**config.mk**
```make
export PLATFORM = sky130hd
export DESIGN_NAME = l15_req_arb
export DESIGN_NICKNAME = d
export VERILOG_FILES = /design/src/rtl/l15_arb_pkg.sv /design/src/rtl/l15_arb_outst_cnt.sv /design/src/rtl/l15_req_arb.sv
export SDC_FILE = /design/constraint.sdc
export NUM_CORES = 1
export LEC_CHECK = 0
export ABC_AREA = 0
export CORE_AREA = 2 2 221 223
export CTS_BUF_LIST = sky130_fd_sc_hd__clkbuf_16
export DETAILED_ROUTE_END_ITERATION = 7
export DIE_AREA = 0 0 223 225
export REMOVE_ABC_BUFFERS = 1
export SYNTH_ARGS = -nofsm -noshare
export SYNTH_HDL_FRONTEND = slang
export SYNTH_SLANG_ARGS = --single-unit
```
**constraint.sdc**
```tcl
create_clock -name clk -period 3.1 [get_ports clk]
set_input_delay 0.31 -clock clk [delete_from_list [all_inputs] [get_ports clk]]
set_output_delay 0.31 -clock clk [all_outputs]
set_load 0.02 [all_outputs]
```
**src/rtl/l15_arb_pkg.sv**
```systemverilog
// l15_arb_pkg: shared types and constants for the L1.5 request arbiter.
// Holds the FSM state enum, response returntype encodings and the list of
// returntypes that arrive unsolicited (not tied to an outstanding request).

`ifndef L15_THREADID_WIDTH
`define L15_THREADID_WIDTH 2
`endif

package l15_arb_pkg;

  localparam int TID_W = `L15_THREADID_WIDTH;
  localparam int CNT_W = 4;

  localparam logic [CNT_W-1:0] CNT_ZERO = 4'd0;
  localparam logic [CNT_W-1:0] CNT_ONE  = 4'd1;

  typedef enum logic [0:0] {
    ST_IDLE  = 1'b0,
    ST_ISSUE = 1'b1
  } arb_state_e;

  // Response returntype encodings
  localparam logic [3:0] RT_LOAD   = 4'h0;
  localparam logic [3:0] RT_IFILL  = 4'h1;
  localparam logic [3:0] RT_EVICT  = 4'h3;
  localparam logic [3:0] RT_ST_ACK = 4'h4;
  localparam logic [3:0] RT_INT    = 4'h7;

  // Returntypes that are pushed by the L1.5 without a matching request
  localparam int N_UNSOL = 2;
  localparam logic [3:0] UNSOL_LIST [N_UNSOL] = '{RT_EVICT, RT_INT};

  function automatic logic is_unsolicited(input logic [3:0] rt);
    logic hit;
    hit = 1'b0;
    for (int i = 0; i < N_UNSOL; i++) begin
      hit = hit | (rt == UNSOL_LIST[i]);
    end
    return hit;
  endfunction

endpackage

```
**src/rtl/l15_arb_outst_cnt.sv**
```systemverilog
// l15_arb_outst_cnt: per-requester in-flight request counter.
// Counts up on grant, down on a consumed solicited response, never wraps
// below zero; flags full (mask requester) and underflow (stray response).

module l15_arb_outst_cnt
  import l15_arb_pkg::*;
#(
  parameter int MAX_OUTST = 4
) (
  input  logic clk,
  input  logic rst,
  input  logic inc_i,        // request granted this cycle
  input  logic rsp_i,        // solicited response aimed at this requester
  input  logic ack_i,        // that response is being consumed
  output logic full_o,
  output logic underflow_o
);

  localparam logic [CNT_W-1:0] MAX_C = CNT_W'(MAX_OUTST);

  logic [CNT_W-1:0] cnt_q;
  logic [CNT_W-1:0] cnt_d;
  logic             zero_s;
  logic             dec_s;

  assign zero_s      = (cnt_q == CNT_ZERO);
  assign dec_s       = ack_i && !zero_s;
  assign full_o      = (cnt_q >= MAX_C);
  assign underflow_o = rsp_i && zero_s;

  // Next count: simultaneous increment and decrement cancel out
  always_comb begin
    cnt_d = cnt_q;
    case ({inc_i, dec_s})
      2'b10:   cnt_d = cnt_q + CNT_ONE;
      2'b01:   cnt_d = cnt_q - CNT_ONE;
      default: cnt_d = cnt_q;
    endcase
  end

  // Counter register with synchronous reset
  always_ff @(posedge clk) begin
    if (rst) begin
      cnt_q <= CNT_ZERO;
    end else begin
      cnt_q <= cnt_d;
    end
  end

endmodule

```
**src/rtl/l15_req_arb.sv**
```systemverilog
// l15_req_arb: arbitrates two requesters (0 = I-side, 1 = D-side) onto a
// single L1.5 request port and routes L1.5 responses back to them.
// Build option: define L15_ARB_RR_EN for round-robin arbitration; the
// default build uses fixed priority with requester 1 ahead of requester 0.

module l15_req_arb
  import l15_arb_pkg::*;
#(
  parameter int MAX_OUTST = 4
) (
  input  logic                           clk,
  input  logic                           rst,
  input  logic                           req0_val,
  output logic                           req0_rdy,
  input  logic [4:0]                     req0_rqtype,
  input  logic                           req0_nc,
  input  logic [2:0]                     req0_size,
  input  logic [39:0]                    req0_address,
  input  logic [63:0]                    req0_data,
  input  logic                           req1_val,
  output logic                           req1_rdy,
  input  logic [4:0]                     req1_rqtype,
  input  logic                           req1_nc,
  input  logic [2:0]                     req1_size,
  input  logic [39:0]                    req1_address,
  input  logic [63:0]                    req1_data,
  output logic                           transducer_l15_val,
  output logic [4:0]                     transducer_l15_rqtype,
  output logic                           transducer_l15_nc,
  output logic [2:0]                     transducer_l15_size,
  output logic [39:0]                    transducer_l15_address,
  output logic [63:0]                    transducer_l15_data,
  output logic [`L15_THREADID_WIDTH-1:0] transducer_l15_threadid,
  input  logic                           l15_transducer_ack,
  input  logic                           l15_transducer_val,
  input  logic [3:0]                     l15_transducer_returntype,
  input  logic [`L15_THREADID_WIDTH-1:0] l15_transducer_threadid,
  input  logic [63:0]                    l15_transducer_data,
  output logic                           transducer_l15_req_ack,
  output logic                           rsp0_val,
  input  logic                           rsp0_rdy,
  output logic [3:0]                     rsp0_returntype,
  output logic [63:0]                    rsp0_data,
  output logic                           rsp1_val,
  input  logic                           rsp1_rdy,
  output logic [3:0]                     rsp1_returntype,
  output logic [63:0]                    rsp1_data,
  output logic                           err_sticky
);

  arb_state_e        state_q, state_d;
  logic              val_q, val_d;
  logic [4:0]        rqtype_q, rqtype_d;
  logic              nc_q, nc_d;
  logic [2:0]        size_q, size_d;
  logic [39:0]       addr_q, addr_d;
  logic [63:0]       data_q, data_d;
  logic [TID_W-1:0]  tid_q, tid_d;
  logic              err_q, err_d;
  logic              rst_dly_q;
`ifdef L15_ARB_RR_EN
  logic              ptr_q, ptr_d;
`endif

  logic blk_s;
  logic full0_s, full1_s, uf0_s, uf1_s;
  logic elig0_s, elig1_s, gnt0_s, gnt1_s, gnt_any_s;
  logic rsp_live_s, unsol_s, sol0_s, sol1_s, unsol1_s, hs0_s, hs1_s;
  logic tid_unused_s;

  // Outputs are forced quiet during reset and the cycle that follows it
  assign blk_s = rst | rst_dly_q;

  assign elig0_s   = req0_val && !full0_s;
  assign elig1_s   = req1_val && !full1_s;
  assign gnt_any_s = gnt0_s | gnt1_s;

  // Grant selection, only while idle and not blocked by reset
  always_comb begin
    gnt0_s = 1'b0;
    gnt1_s = 1'b0;
    if (state_q == ST_IDLE && !blk_s) begin
`ifdef L15_ARB_RR_EN
      if (elig0_s && elig1_s) begin
        gnt0_s = !ptr_q;
        gnt1_s = ptr_q;
      end else begin
        gnt0_s = elig0_s;
        gnt1_s = elig1_s;
      end
`else
      gnt1_s = elig1_s;
      gnt0_s = elig0_s && !elig1_s;
`endif
    end else begin
      gnt0_s = 1'b0;
      gnt1_s = 1'b0;
    end
  end

  // Next-state and request-register capture for the issue FSM
  always_comb begin
    state_d  = state_q;
    val_d    = val_q;
    rqtype_d = rqtype_q;
    nc_d     = nc_q;
    size_d   = size_q;
    addr_d   = addr_q;
    data_d   = data_q;
    tid_d    = tid_q;
    if (gnt_any_s) begin
      state_d  = ST_ISSUE;
      val_d    = 1'b1;
      rqtype_d = gnt1_s ? req1_rqtype  : req0_rqtype;
      nc_d     = gnt1_s ? req1_nc      : req0_nc;
      size_d   = gnt1_s ? req1_size    : req0_size;
      addr_d   = gnt1_s ? req1_address : req0_address;
      data_d   = gnt1_s ? req1_data    : req0_data;
      tid_d    = TID_W'(gnt1_s);
    end else if (state_q == ST_ISSUE && val_q && l15_transducer_ack) begin
      state_d = ST_IDLE;
      val_d   = 1'b0;
    end else begin
      state_d = state_q;
      val_d   = val_q;
    end
  end

`ifdef L15_ARB_RR_EN
  // Round-robin pointer moves to the requester that lost this grant
  always_comb begin
    ptr_d = ptr_q;
    if (gnt_any_s) begin
      ptr_d = !gnt1_s;
    end else begin
      ptr_d = ptr_q;
    end
  end
`endif

  // Response routing: unsolicited types always go to requester 1
  assign unsol_s    = is_unsolicited(l15_transducer_returntype);
  assign rsp_live_s = l15_transducer_val && !blk_s;
  assign sol0_s     = rsp_live_s && !unsol_s && !l15_transducer_threadid[0];
  assign sol1_s     = rsp_live_s && !unsol_s &&  l15_transducer_threadid[0];
  assign unsol1_s   = rsp_live_s && unsol_s;

  assign rsp0_val = sol0_s && !uf0_s;
  assign rsp1_val = (sol1_s && !uf1_s) || unsol1_s;
  assign hs0_s    = rsp0_val && rsp0_rdy;
  assign hs1_s    = rsp1_val && rsp1_rdy;

  // A stray solicited response is consumed (dropped) without a requester
  assign transducer_l15_req_ack = hs0_s | hs1_s | uf0_s | uf1_s;
  assign err_d = err_q | uf0_s | uf1_s;

  assign rsp0_returntype = rsp0_val ? l15_transducer_returntype : 4'd0;
  assign rsp0_data       = rsp0_val ? l15_transducer_data       : 64'd0;
  assign rsp1_returntype = rsp1_val ? l15_transducer_returntype : 4'd0;
  assign rsp1_data       = rsp1_val ? l15_transducer_data       : 64'd0;

  assign tid_unused_s = ^l15_transducer_threadid;

  l15_arb_outst_cnt #(.MAX_OUTST(MAX_OUTST)) u_outst0 (
    .clk         (clk),
    .rst         (rst),
    .inc_i       (gnt0_s),
    .rsp_i       (sol0_s),
    .ack_i       (hs0_s),
    .full_o      (full0_s),
    .underflow_o (uf0_s)
  );

  l15_arb_outst_cnt #(.MAX_OUTST(MAX_OUTST)) u_outst1 (
    .clk         (clk),
    .rst         (rst),
    .inc_i       (gnt1_s),
    .rsp_i       (sol1_s),
    .ack_i       (hs1_s && sol1_s),
    .full_o      (full1_s),
    .underflow_o (uf1_s)
  );

  // FSM state, captured request, error flag and reset-delay register
  always_ff @(posedge clk) begin
    if (rst) begin
      state_q   <= ST_IDLE;
      val_q     <= 1'b0;
      rqtype_q  <= 5'd0;
      nc_q      <= 1'b0;
      size_q    <= 3'd0;
      addr_q    <= 40'd0;
      data_q    <= 64'd0;
      tid_q     <= '0;
      err_q     <= 1'b0;
      rst_dly_q <= 1'b1;
`ifdef L15_ARB_RR_EN
      ptr_q     <= 1'b0;
`endif
    end else begin
      state_q   <= state_d;
      val_q     <= val_d;
      rqtype_q  <= rqtype_d;
      nc_q      <= nc_d;
      size_q    <= size_d;
      addr_q    <= addr_d;
      data_q    <= data_d;
      tid_q     <= tid_d;
      err_q     <= err_d;
      rst_dly_q <= 1'b0;
`ifdef L15_ARB_RR_EN
      ptr_q     <= ptr_d;
`endif
    end
  end

  assign req0_rdy                = gnt0_s;
  assign req1_rdy                = gnt1_s;
  assign transducer_l15_val      = blk_s ? 1'b0  : val_q;
  assign transducer_l15_rqtype   = blk_s ? 5'd0  : rqtype_q;
  assign transducer_l15_nc       = blk_s ? 1'b0  : nc_q;
  assign transducer_l15_size     = blk_s ? 3'd0  : size_q;
  assign transducer_l15_address  = blk_s ? 40'd0 : addr_q;
  assign transducer_l15_data     = blk_s ? 64'd0 : data_q;
  assign transducer_l15_threadid = blk_s ? '0    : tid_q;
  assign err_sticky              = blk_s ? 1'b0  : err_q;

endmodule

```
==> metrics.txt <==
Yosys reg bits=125; vias=around 9100; Post-synth EDFFs=0; CTS Buf Count=17; Final period util=0.9523; Power, Total=roughly 5000 uW; post-route setup slack=0.1479 ns; Root Driver=clkbuf_16; post-synthesis sequential area ratio=0.3273; critical path capture point type=primary output; clock sinks=between 100 and 150; Initial Utilization=0.1608; GRT overflow=0; gpl congestion=roughly 0.81; Area contributors post-synth=dfxtp_1 33%, and2_1 21%, a211oi_2 9.8%, a21oi_1 7.9%, nor2_1 6.1%; cell mode on critical path=clkdlybuf4s50_1; Worst-Skew Late Latency=~0.46 ns; Final nets=1812; initial antenna violation count=0; Port-buffer cells=559; P&R area growth vs syn=90.34%; crit path cell chain=clkdlybuf4s50_1 > nand3b_1 > nand3_1 > nor3_4 > buf_6 > and2_1 > clkdlybuf4s50_1; CTS clock-pin slew for the worst setup and hold paths=about 0.06 ns; core area=~48000 sq um; WL/cell=between 15 and 20 um; Hold Slack=0.2216 ns; # IOs=between 500 and 600; Slew @ Worst Pin=0.6890 ns; largest net degree at the start of global routing=117; Top FF cell, synth=dfxtp_1; Max Fclk=0.3387 GHz; final wirelength=a little under 40000 um; CP peak stage delay=0.60 ns; die area=50180 sq um; n_diodes=0; layout cells sized above 1=0.09181; max_slew headroom=0.5406; cell family with most CP delay=buffers and inverters; Synth warnings=0; ys async rst share=0; H-tree depth=4; RSZ-0062 raised after global routing=false; max cap viols=0; Antenna Nets Post-Route=0; vias per inst=~4.3; setup bufs post-CTS=0; pwr dens=approximately 340 nW/um^2; area fraction of the dominant cell type after synthesis=0.3273; final hold vios=0; setup slack after placement=-0.03427 ns; Cell variety after synth=47; worst vdd ir=~0.4 mV; CTS tree=done; FILL cells=between 5000 and 6000; Iteration-0 DRC Markers=about 330; vias in the first global route=about 9100; status=completed; DR DRC count=0; Setup Skew=about 0.0076 ns; highest-delay cell along the critical path=clkdlybuf4s50_1; CP bufs+invs=3; Syn Inst Count=approximately 1000; total track usage=0.1493; crit path DAT=roughly 2.6 ns; Static Leak=around 0.005 uW; Final Critical Period=2.952 ns; mapped cell area=about 7600 sq um; startpoint type of the worst setup path=input pin; Slew Viols, Final=0; kind of critical path=in2out; first-pass GRT wire length=around 57000 um; Final setup violation count=0; row count=80; Data required, critical path=2.79 ns; Post-DP HPWL=29090 um; Pre-antenna DRT Iters=4; die width=roughly 220 um; Synth area leader=dfxtp_1; Avg Inst Size Synth=roughly 7.7 sq um; Bufs on Longest Clock Path=2; crit-path max FO=70; Hold Crit Class=in2reg; Die Y=225 um
where the power goes:
group	switching [uW]	leakage (uW)	internal, uW
logic	488	0.00377	585
registers	49.0	0.00103	1710
clock network	810	0.000296	1320
total	1350	0.00509	3620
synth_stat cells (2+ instances only):
master    instances
a211oi_1         52
a211oi_2         60
a21oi_1         121
and2_1          253
buf_1             3
buf_2            26
buf_4            10
buf_6             2
clkbuf_1         44
clkbuf_2          7
dfxtp_1         125
ha_1              6
inv_1             5
mux2i_1           2
nand2_1         116
nand2b_1          2
nand3_1           2
nand3b_1          2
nor2_1          124
nor3b_1           2
nor4_1            2
o21ai_0           2
xor2_1            5
stage by stage:
step           setup TNS (ns)  cell area, sq um  instances  utilization
6_report                    0             14550       2129       0.3061
4_1_cts                     0             14530       2129       0.3055
3_5_place_dp          -0.2339             13920       2097       0.2927
2_1_floorplan         -117.55              7206        905            -
5_1_grt                     0             14550       2129       0.3061
3_3_place_gp         -0.05962             13920       2097       0.2927
worst reg2reg max path, delay by kind of cell (launching register included):
| kind | cells | cell delay [ns] |
|---|---|---|
| xor gates and xnor gates | 2 | 0.33 |
| DFF | 1 | 0.51 |
| and+or+nand+nor | 3 | 0.68 |
| AOI/OAI and AO/OA | 4 | 0.72 |
| adders and majority gates | 2 | 0.42 |
cell type report:
type / instances / area, sq um / area share
Sequential cell: 125 / 2504 / 0.1721
Inverter: 6 / 25.02 / 0.001720
Clock buffer: 17 / 425.4 / 0.02923
Clock inverter: 15 / 178.9 / 0.01230
Timing Repair Buffer: 577 / 5926 / 0.4072
Multi-Input combinational cell: 774 / 4723 / 0.3246
Tap cell: 615 / 769.5 / 0.05288
cells by family after synthesis:
kind of cell,synth area share
DFF,0.3273
xor gates and xnor gates,0.005728
muxes,0.004092
AOI/OAI and AO/OA,0.2445
adders and majority gates,0.01244
and+or+nand+nor,0.3450
other,0.0004905
buffers and inverters,0.06039
state kept, by name, summed over array words and instances, names as in the netlist, 3 cells and up:
register and flops:
data_q 64, addr_q 40, rqtype_q 5, u_outst0.cnt_q 4
u_outst1.cnt_q 4, size_q 3
worst paths after layout:
path | from | to | slack (ns) | cells past startpoint
setup / recovery | l15_transducer_returntype[3] | rsp0_data[31] | 0.15 | 7
hold / removal | rst | err_q | 0.22 | 2
setup reg to reg | u_outst1.cnt_q[1] | u_outst1.cnt_q[2] | 0.35 | 11
hold reg to reg | err_q | err_q | 0.49 | 1
layout by cell type, fill, tap and decap left out, drive strengths merged, types with 3 or more instances in the layout:
cell type / instances
clkinv: 8
ha: 6
bufinv: 4
nor3: 3
a21oi: 121
clkdlybuf4s50: 539
dfxtp: 125
o21ai: 3
nand2: 117
buf: 38
nor2: 125
xor2: 5
clkbuf: 17
nor3b: 3
and2: 253
inv: 7
a211oi: 112
repair_timing:
| item | CTS | global route |
|---|---|---|
| setup endpoints to repair | 51 | 119 |
| cloned | 0 | 0 |
| gates resized for setup | 1 | 6 |
| hold buffers | 0 | 0 |
routing by layer:
metal | GRT usage | vias up | routed length [um]
met5 | 0 | - | 0
met4 | 0.07686 | 0 | 1597
met3 | 0.04746 | 53 | 2926
met2 | 0.2599 | 413 | 19050
met1 | 0.1630 | 4292 | 15110
li1 | - | 4328 | -
Note: power is estimated with default switching activity, not from simulation.
